`config.mk`:
```
export PLATFORM = sky130hd
export DESIGN_NAME = clock_time_ctrl
export DESIGN_NICKNAME = d
export VERILOG_FILES = /design/src/rtl/clock_pkg.sv /design/src/rtl/btn_debounce.sv /design/src/rtl/clock_time_ctrl.sv
export SDC_FILE = /design/constraint.sdc
export NUM_CORES = 1
export LEC_CHECK = 0
export CORE_UTILIZATION = 55
export CTS_CLUSTER_DIAMETER = 40
export CTS_CLUSTER_SIZE = 28
export DETAILED_ROUTE_END_ITERATION = 16
export GPL_ROUTABILITY_DRIVEN = 0
export HOLD_SLACK_MARGIN = 0.08
export PLACE_DENSITY = 0.76
export SYNTH_ARGS = -nofsm -noshare
export SYNTH_HDL_FRONTEND = slang
export SYNTH_HIERARCHICAL = 1
export SYNTH_SLANG_ARGS = --single-unit
```
`constraint.sdc`:
```
create_clock -name clk -period 2.27 [get_ports clk]
set_clock_uncertainty 0.2 [all_clocks]
set_input_delay 0.454 -clock clk [delete_from_list [all_inputs] [get_ports clk]]
set_output_delay 0.454 -clock clk [all_outputs]
set_load 0.01 [all_outputs]
```
`src/rtl/clock_pkg.sv`:
```
// clock_pkg: shared state encoding, display codes and BCD helpers for the clock controller
package clock_pkg;

    typedef enum logic [1:0] {
        RUN    = 2'd0,
        SET_HH = 2'd1,
        SET_MM = 2'd2,
        SET_SS = 2'd3
    } state_t;

    localparam logic [1:0] BSEL_HH   = 2'b00;
    localparam logic [1:0] BSEL_MM   = 2'b01;
    localparam logic [1:0] BSEL_SS   = 2'b10;
    localparam logic [1:0] BSEL_NONE = 2'b11;

    localparam logic [7:0] HH_MAX = 8'h23;
    localparam logic [7:0] MS_MAX = 8'h59;

    // Two-digit BCD increment that wraps to 00 after max
    function automatic logic [7:0] bcd_inc(input logic [7:0] v, input logic [7:0] max);
        return (v == max)         ? 8'h00 :
               (v[3:0] == 4'h9)   ? {v[7:4] + 4'h1, 4'h0} :
                                    v + 8'h01;
    endfunction

    // Two-digit BCD decrement that wraps to max below 00
    function automatic logic [7:0] bcd_dec(input logic [7:0] v, input logic [7:0] max);
        return (v == 8'h00)       ? max :
               (v[3:0] == 4'h0)   ? {v[7:4] - 4'h1, 4'h9} :
                                    v - 8'h01;
    endfunction

    // Field highlighted on the display for a given state
    function automatic logic [1:0] sel_of(input state_t s);
        return (s == SET_HH) ? BSEL_HH :
               (s == SET_MM) ? BSEL_MM :
               (s == SET_SS) ? BSEL_SS : BSEL_NONE;
    endfunction

endpackage

```
`src/rtl/btn_debounce.sv`:
```
// btn_debounce: synchronizes a raw button, filters bounce and emits a one-cycle press pulse
module btn_debounce #(
    parameter int DB_CYCLES = 1_000_000
) (
    input  logic clk,
    input  logic rst_n,
    input  logic btn,
    output logic pulse
);

    localparam int CW = (DB_CYCLES > 1) ? $clog2(DB_CYCLES) : 1;

    logic          sync1;
    logic          sync2;
    logic          level;
    logic          level_d;
    logic [CW-1:0] cnt;

    // Two-flop synchronizer for the asynchronous button
    always_ff @(posedge clk or negedge rst_n) begin
        if (!rst_n) begin
            sync1 <= 1'b0;
            sync2 <= 1'b0;
        end else begin
            sync1 <= btn;
            sync2 <= sync1;
        end
    end

    // Accept a level change only after it has been stable for DB_CYCLES samples
    always_ff @(posedge clk or negedge rst_n) begin
        if (!rst_n) begin
            cnt   <= '0;
            level <= 1'b0;
        end else if (sync2 == level) begin
            cnt <= '0;
        end else if (cnt == CW'(DB_CYCLES - 1)) begin
            cnt   <= '0;
            level <= sync2;
        end else begin
            cnt <= cnt + 1'b1;
        end
    end

    // Rising edge of the debounced level gives a single-cycle pulse; releases are silent
    always_ff @(posedge clk or negedge rst_n) begin
        if (!rst_n) begin
            level_d <= 1'b0;
            pulse   <= 1'b0;
        end else begin
            level_d <= level;
            pulse   <= level & ~level_d;
        end
    end

endmodule

```
`src/rtl/clock_time_ctrl.sv`:
```
// clock_time_ctrl: 24-hour BCD time keeper with button-driven set mode and blink control
module clock_time_ctrl
    import clock_pkg::*;
#(
    parameter int TICK_DIV  = 50_000_000,
    parameter int DB_CYCLES = 1_000_000,
    parameter int BLINK_DIV = 12_500_000
) (
    input  logic       clk,
    input  logic       rst_n,
    input  logic       btn_mode,
    input  logic       btn_inc,
    input  logic       btn_dec,
    output logic [7:0] hh,
    output logic [7:0] mm,
    output logic [7:0] ss,
    output logic       blink_en,
    output logic [1:0] blink_sel,
    output logic       setting
);

    localparam int TW = (TICK_DIV > 1) ? $clog2(TICK_DIV) : 1;
    localparam int BW = (BLINK_DIV > 1) ? $clog2(BLINK_DIV) : 1;

    logic          mode_p;
    logic          inc_p;
    logic          dec_p;
    state_t        state;
    state_t        state_n;
    logic [7:0]    hh_n;
    logic [7:0]    mm_n;
    logic [7:0]    ss_n;
    logic [TW-1:0] tick_cnt;
    logic [TW-1:0] tick_cnt_n;
    logic [BW-1:0] blink_cnt;
    logic [BW-1:0] blink_cnt_n;
    logic          phase;
    logic          phase_n;
    logic          tick;
    logic          blink_wrap;
    logic          inc_ok;
    logic          dec_ok;

    btn_debounce #(.DB_CYCLES(DB_CYCLES)) u_db_mode (.clk(clk), .rst_n(rst_n), .btn(btn_mode), .pulse(mode_p));
    btn_debounce #(.DB_CYCLES(DB_CYCLES)) u_db_inc  (.clk(clk), .rst_n(rst_n), .btn(btn_inc),  .pulse(inc_p));
    btn_debounce #(.DB_CYCLES(DB_CYCLES)) u_db_dec  (.clk(clk), .rst_n(rst_n), .btn(btn_dec),  .pulse(dec_p));

    // Next state, time fields, dividers and the registered display controls
    always_comb begin
        inc_ok      = inc_p & ~dec_p & ~mode_p;
        dec_ok      = dec_p & ~inc_p & ~mode_p;
        tick        = tick_cnt == TW'(TICK_DIV - 1);
        blink_wrap  = blink_cnt == BW'(BLINK_DIV - 1);
        tick_cnt_n  = (mode_p | tick) ? '0 : tick_cnt + 1'b1;
        blink_cnt_n = (mode_p | blink_wrap) ? '0 : blink_cnt + 1'b1;
        phase_n     = mode_p ? 1'b0 : phase ^ blink_wrap;
        state_n     = !mode_p           ? state  :
                      (state == RUN)    ? SET_HH :
                      (state == SET_HH) ? SET_MM :
                      (state == SET_MM) ? SET_SS : RUN;
        hh_n        = hh;
        mm_n        = mm;
        ss_n        = ss;
        case (state)
            RUN: begin
                if (tick) begin
                    ss_n = bcd_inc(ss, MS_MAX);
                    if (ss == MS_MAX) begin
                        mm_n = bcd_inc(mm, MS_MAX);
                        if (mm == MS_MAX)
                            hh_n = bcd_inc(hh, HH_MAX);
                    end
                end
            end
            SET_HH:  hh_n = inc_ok ? bcd_inc(hh, HH_MAX) : dec_ok ? bcd_dec(hh, HH_MAX) : hh;
            SET_MM:  mm_n = inc_ok ? bcd_inc(mm, MS_MAX) : dec_ok ? bcd_dec(mm, MS_MAX) : mm;
            SET_SS:  ss_n = (inc_ok | dec_ok) ? 8'h00 : ss;
            default: ;
        endcase
    end

    // State and counter registers
    always_ff @(posedge clk or negedge rst_n) begin
        if (!rst_n) begin
            state     <= RUN;
            tick_cnt  <= '0;
            blink_cnt <= '0;
            phase     <= 1'b0;
        end else begin
            state     <= state_n;
            tick_cnt  <= tick_cnt_n;
            blink_cnt <= blink_cnt_n;
            phase     <= phase_n;
        end
    end

    // Registered outputs so the display bus never sees a combinational path from the buttons
    always_ff @(posedge clk or negedge rst_n) begin
        if (!rst_n) begin
            hh        <= 8'h00;
            mm        <= 8'h00;
            ss        <= 8'h00;
            blink_en  <= 1'b0;
            blink_sel <= BSEL_NONE;
            setting   <= 1'b0;
        end else begin
            hh        <= hh_n;
            mm        <= mm_n;
            ss        <= ss_n;
            blink_en  <= phase_n & (state_n != RUN);
            blink_sel <= sel_of(state_n);
            setting   <= state_n != RUN;
        end
    end

endmodule

```
==> summary.txt, run 1 <==
Placement
  • Dpl hpwl: approximately 11 mm
  • Pre-CTS WS: -116 ps
  • IO buf count: 32

Final layout
  • Fillers: between 1000 and 1500
  • Util after Layout: between 60% and 70%
  • Synthesis-to-finish area growth: 21.0%
  • Layout cell share with drive strength beyond 1: ~15%
  • Fin nets: around 1000
  • Antenna Cells: 0

CTS
  • Clock Sinks: approximately 160
  • CTS Buf Count: 17
  • CTS tree: done
  • CTS max path bufs: 2
  • Clk_lat worst skew: around 420 ps
  • Htree depth: 4
  • CTS root buf: clkbuf_16
  • CTS clock-pin slew for the worst setup and hold paths: 60 ps

Yosys
  • Synth Warn #: 6
  • Sequential area share after synthesis: a little under half
  • Avg Inst Size Synth: ~9.5 µm²
  • Cell taking the most area after synthesis: dfrtp_1
  • Yosys cell types: 62
  • Synthesized cell area: between 0.008 and 0.009 mm²
  • Post-synthesis net count: just over 900
  • Synth Flop Type: dfrtp_1
  • Top cell type's share of synthesized area: between 40 and 50%
  • Flops & latches, synth: between 150 and 200
  • Mapped Cells: ~880
  • Post-synth EDFFs: 0
  • Ys async rst share: 100%
  • Top post-synthesis cells by area: dfrtp_1 (46%), nor2_1 (6.2%), xnor2_1 (5.7%), xor2_1 (4.8%), ha_1 (4.5%)

Route
  • Via-per-instance ratio: between 5 and 6
  • DRC viols: 3
  • Drt total wl: about 17 mm
  • Router iterations before antenna repair: 11
  • Wirelength per Cell: roughly 14 µm
  • Number of DRC markers in iteration 0: just under 500
  • Via count: ~6600
  • Post-route ant nets: 0

Flow run
  • Max Cap Viol: 0

Setup path
  • Crit path cell chain: or4_4 > nor4_4 > nand4_1 > a21o_4 > a211oi_1 > a21oi_2
  • Slowest CP cell: or4_4
  • Worst path arrival time: 2510 ps
  • Critical path class: reg -> reg
  • CP max FO: 15
  • Startpoint types: register
  • CP endpoint kind: register
  • Slowest stage delay, CP: 550 ps
  • Crit path required time: around 2400 ps

STA
  • Final setup TNS: -699 ps
  • Max-Slew Margin vs Limit: approximately 60%
  • Final Worst Setup Slack: -134 ps
  • Final min period: approximately 2400 ps
  • Final Slew Violations: 0
  • RSZ-0062 raised after global routing: yes
  • Period utilization: 106%
  • Final hold slack: 148 ps
  • Slew @ Worst Pin: 596 ps
  • Final Hold Viols: 0
  • Max Fclk: 0.416 GHz
  • Final setup fails: 23

Global routing
  • First-pass GRT wire length: between 20 and 30 mm
  • Tot GR Track Use: between 20% and 30%
  • GRT Residual Overflow: 0
  • Initial antenna violation count: 0
  • Largest net degree at the start of global routing: 52
  • Vias in the first global route: around 6300

Die
  • IO Count: 33
  • Die Wd: 125 µm
  • Core Area: ~0.015 mm²
  • Starting density of the core: a little under three fifths
  • Die area: about 0.016 mm²
  • Row count: between 40 and 50
  • Die H: 125 µm

Power and ir drop
  • Power per cell area: ~570 mW/mm²
  • Peak VDD IR: between 0.4 and 0.5 mV
  • Static leakage: ~4.4 nW

Run status
  • Status: finished, violations left
  • Failing checks: DRC, setup timing

Hold path
  • Hold Path Class: reg -> reg
stage by stage:
stage,instances,power [W],instance area (µm²)
after global routing,1178,0.00602,10100
final,1178,0.00581,10100
after global placement,1140,0.00299,9340
after CTS,1175,0.00588,10100
after detailed placement,1140,0.00299,9340
after floorplan,883,0.00290,8370
area by class of cell:
cell class | instances | area, µm² | share of cell area [%]
multi-input combinational | 668 | 4320 | 42.6
timing repair buffer | 100 | 916 | 9.05
clock buffer | 23 | 498 | 4.92
clock inverter | 9 | 110 | 1.09
sequential | 156 | 3910 | 38.6
tap | 184 | 230 | 2.28
inverter | 38 | 143 | 1.41
cell usage in the layout (no fill, tap or decap), types with 6 or more instances in the layout:
cell type        instances
nand4_1                 20
dfrtp_1                154
o21ai_2                 10
clkbuf_16               17
nor2b_1                  7
o21ai_1                 11
nand2_1                 66
and3_1                  10
buf_4                   57
nor4b_1                  6
a21oi_1                 23
a31oi_1                  6
mux2i_1                  7
nor2_1                 138
xnor2_1                 54
clkdlybuf4s50_1         31
and2_1                   7
nand3_1                 52
nor4_1                  19
buf_6                    6
and4_1                  12
or3_1                    9
xor2_1                  46
nor3_1                  27
nand2b_1                 9
o31ai_1                 10
inv_1                   38
o21ai_0                 18
ha_1                    30
report_power, final:
| part | leakage (nW) | total (W) | switching (W) | internal (W) |
|---|---|---|---|---|
| sequential | 2.12 | 0.00282 | 0.0000183 | 0.00280 |
| combinational | 1.97 | 0.000121 | 0.0000833 | 0.0000375 |
| clock | 0.292 | 0.00288 | 0.00111 | 0.00177 |
critical path: cells and delay by family, from the launching register on:
family / cells / cell delay (ps)
DFF: 1 / 380
AOI/OAI and AO/OA: 3 / 650
and+or+nand+nor: 3 / 1050
cell families after synthesis:
kind of cell             Yosys count  synth area share (%)
XOR/XNOR                         100                  10.5
adder cells (fa/ha/maj)           30                  4.49
buffers and inverters             59                  2.92
multiplexers                      10                  1.24
flip-flops                       156                  46.7
AO/OA/AOI/OAI                    114                  8.38
AND/OR/NAND/NOR                  414                  25.8
synth_stat cells, types with 4 or more instances:
| master | number |
|---|---|
| a211oi_1 | 4 |
| a21oi_1 | 28 |
| a31oi_1 | 6 |
| and2_1 | 7 |
| and3_1 | 10 |
| and4_1 | 12 |
| buf_2 | 6 |
| clkbuf_1 | 13 |
| dfrtp_1 | 154 |
| ha_1 | 30 |
| inv_1 | 38 |
| mux2i_1 | 7 |
| nand2_1 | 67 |
| nand2b_1 | 10 |
| nand3_1 | 52 |
| nand4_1 | 20 |
| nor2_1 | 139 |
| nor2b_1 | 7 |
| nor3_1 | 27 |
| nor4_1 | 19 |
| nor4b_1 | 6 |
| o21ai_0 | 33 |
| o22ai_1 | 4 |
| o31ai_1 | 11 |
| or3_1 | 9 |
| xnor2_1 | 54 |
| xor2_1 | 46 |
routing by layer:
layer,wire length [µm],vias up,track usage (%)
met1,7750,3158,31.1
met4,293,0,9.04
met2,8220,133,37.4
li1,-,3268,-
met5,0,-,0
met3,559,25,3.81
state kept, by name, indices dropped and copies added, names as in the netlist, 2 cells and up:
register / count
tick_cnt: 26
blink_cnt: 24
u_db_dec/cnt: 20
u_db_inc/cnt: 20
u_db_mode/cnt: 20
hh: 8
mm: 8
ss: 8
blink_sel: 2
state: 2
final timing paths:
kind / endpoint / depth (start not counted) / slack, ps / from
min: u_db_inc/sync2 / 0 / 150 / u_db_inc/sync1
max reg2reg: hh[1] / 6 / -130 / tick_cnt[8]
max in group asynchronous: u_db_dec/cnt[17] / 3 / 960 / rst_n
min reg2reg: u_db_inc/sync2 / 0 / 150 / u_db_inc/sync1
max: hh[1] / 6 / -130 / tick_cnt[8]
min in group asynchronous: ss[5] / 2 / 320 / rst_n
repair_timing:
action,in CTS,in global routing
hold buffers,1,0
setup endpoints to repair,23,24
hold endpoints to repair,35,0
setup buffers,2,3
pin swaps,11,9
resized for setup,28,13
Note: power is estimated with default switching activity, not from simulation.
==> run 2: changes to the inputs <==
CELL_PAD_IN_SITES_DETAIL_PLACEMENT = 1   (was default)
CELL_PAD_IN_SITES_GLOBAL_PLACEMENT = 1   (was default)
CORE_UTILIZATION = 43   (was 55)
PLACE_DENSITY = default   (was 0.76)
PLACE_DENSITY_LB_ADDON = 0.1   (was default)
==> run 2 against run 1 <==
Against the previous run:
- the flow finishes with violations (setup timing)
- critical path depth is 1 higher
- first-iteration DRC count is 54% lower
- core utilization is 13 points lower
- die area is 27% higher
- worst hold slack worse by 1.7 ps
- largest cell class unchanged
- largest power group unchanged
- clock power is 8.7% higher
==> summary.txt, run 2 (synthesized netlist as in run 1, its figures left out) <==
Run status
  • Status: finished, violations left
  • Failing checks: setup timing

Final layout
  • Layout cell share with drive strength beyond 1: 17.7% (+3.1 points)
  • Synthesis-to-finish area growth: 25.5%
  • Most frequent cells in the layout: dfrtp_1 (153), nor2_1 (117), nand2_1 (66)
  • Most flops, register: tick_cnt
  • Util after Layout: 55.5% (-13 points)
  • Max FFs per register: 26 (unchanged)
  • Commonest non-fill, non-tap cell in the layout: dfrtp_1
  • Top flop regs: tick_cnt: 26 flops, blink_cnt: 24 flops
  • Antenna Cells: 0 (unchanged)
  • Fin nets: 1019 (+0.30%)
  • Non-filler cells, final: 1256 (+6.6%)

STA
  • Max-Slew Margin vs Limit: 63.0% (+3.1 points)
  • Final Slew Violations: 0 (unchanged)
  • RSZ-0062 raised after global routing: yes
  • Period utilization: 106% (about the same)
  • Slew @ Worst Pin: 551 ps (-45.7 ps)
  • Max Fclk: 0.416 GHz (about the same)
  • Final setup fails: 47 (+100%)
  • Final hold slack: 146 ps (-1.66 ps)
  • Final Hold Viols: 0 (unchanged)
  • Final Worst Setup Slack: -133 ps (+0.876 ps)
  • Final min period: 2400 ps (-0.876 ps)
  • Final setup TNS: -3860 ps (-3160 ps)

Setup path
  • Startpoint types: register
  • Delay-heaviest family, CP: simple AND/OR/NAND/NOR gates
  • Critical path class: reg -> reg
  • CP endpoint kind: register
  • Slowest stage delay, CP: 550 ps (about the same)
  • Worst Path Buf+Inv: 2 (+2)
  • Worst path arrival time: 2510 ps (about the same)
  • CP max FO: 6 (-9)
  • Crit path required time: 2370 ps (about the same)
  • Slowest CP cell: or4_4
  • Crit path cell chain: or4_4 > nor4_4 > nand3_2 > buf_6 > or2b_4 > clkbuf_16 > nor2_4

Die
  • Core Area: 0.0189 mm² (+29%)
  • Die area: 0.0200 mm² (+27%)
  • IO Count: 33 (unchanged)
  • Starting density of the core: 44.3% (-13 points)
  • Die Wd: 141 µm (+13%)
  • Die H: 141 µm (+13%)
  • Row count: 50 (+14%)

Global routing
  • Largest net degree at the start of global routing: 60 (+15%)
  • Tot GR Track Use: 22.7% (-0.34 points)
  • Vias in the first global route: 7329 (+16%)
  • GRT Residual Overflow: 0 (unchanged)
  • First-pass GRT wire length: 36.2 mm (+23%)
  • Initial antenna violation count: 0 (unchanged)

Route
  • Router iterations before antenna repair: 4 (-7)
  • DRC viols: 0 (-3)
  • Number of DRC markers in iteration 0: 224 (-54%)
  • Post-route ant nets: 0 (unchanged)
  • Via-per-instance ratio: 5.47 (-2.2%)
  • Via count: 6867 (+4.3%)
  • Wirelength per Cell: 17.4 µm (+22%)
  • Drt total wl: 21.8 mm (+30%)

Placement
  • IO buf count: 32 (unchanged)
  • Dpl hpwl: 14.9 mm (+32%)
  • Placed cell count: 1218 (+6.8%)

CTS
  • CTS Buf Count: 17 (unchanged)
  • CTS max path bufs: 2 (unchanged)
  • CTS clock-pin slew for the worst setup and hold paths: 70 ps (about the same)
  • Clk_lat worst skew: 430 ps (about the same)
  • CTS root buf: clkbuf_16
  • Htree depth: 4 (unchanged)
  • Clock Sinks: 156 (unchanged)
  • CTS tree: done

Power and ir drop
  • Final total power: 0.00607 W (+4.4%)
  • Power per cell area: 579 mW/mm² (+0.69%)
  • Static leakage: 4.40 nW (+0.46%)
  • Peak VDD IR: 0.533 mV (+9.7%)

Flow run
  • Max Cap Viol: 0 (unchanged)

Hold path
  • Hold Path Class: reg -> reg
[run 2: area by class of cell]
class / count / area, µm²
flip-flops and latches: 156 / 3910
repair buffers: 103 / 965
inverters: 38 / 143
well taps: 260 / 325
fillers: 2102 / 8400
clock inverters: 11 / 193
multi-input cells: 668 / 4510
clock buffers: 20 / 447
[run 2: per-layer routing]
| metal | vias to the layer above | part of all wire [%] | wire, µm | track usage [%] |
|---|---|---|---|---|
| li1 | 3273 | - | - | - |
| met1 | 3492 | 45 | 9730 | 28.2 |
| met2 | 73 | 52 | 11400 | 40.4 |
| met3 | 29 | 1.7 | 378 | 3.54 |
| met4 | 0 | 1.5 | 338 | 7.41 |
| met5 | - | 0 | 0 | 0 |
[run 2: final timing paths]
kind                                start        endpoint  slack, ps  cells after the start
setup reg to reg             tick_cnt[16]    tick_cnt[15]       -130                      7
hold / removal             u_db_dec/sync1  u_db_dec/sync2        150                      0
min in group asynchronous           rst_n           ss[7]        250                      2
setup / recovery             tick_cnt[16]    tick_cnt[15]       -130                      7
max in group asynchronous           rst_n    blink_sel[0]        980                      3
hold reg to reg            u_db_dec/sync1  u_db_dec/sync2        150                      0
[run 2: power by group]
group	internal (W)	switching, W
clock network	0.00197	0.00115
logic	0.0000355	0.0000873
registers	0.00280	0.0000193
[run 2: what timing repair did]
action | in CTS | in global routing
gates resized for setup | 34 | 55
hold buffers | 1 | 0
endpoints found under the hold margin | 154 | 0
setup buffers | 2 | 1
gates cloned | 0 | 3
endpoints found under the setup margin | 24 | 74
pin swaps | 9 | 24
[run 2: worst register-to-register path: stages, from the launching register on]
cell and delay (ps):
dfrtp_1 380, or4_4 550, nor4_4 330, nand3_2 170
buf_6 150, or2b_4 270, clkbuf_16 200, nor2_4 40
[run 2: metrics by stage]
step	setup WS (ps)	cell area [µm²]
after floorplan	-1.02	8370
after global placement	-101	9440
after detailed placement	-205	9440
after CTS	-108	10200
after global routing	-199	10500
final	-133	10500
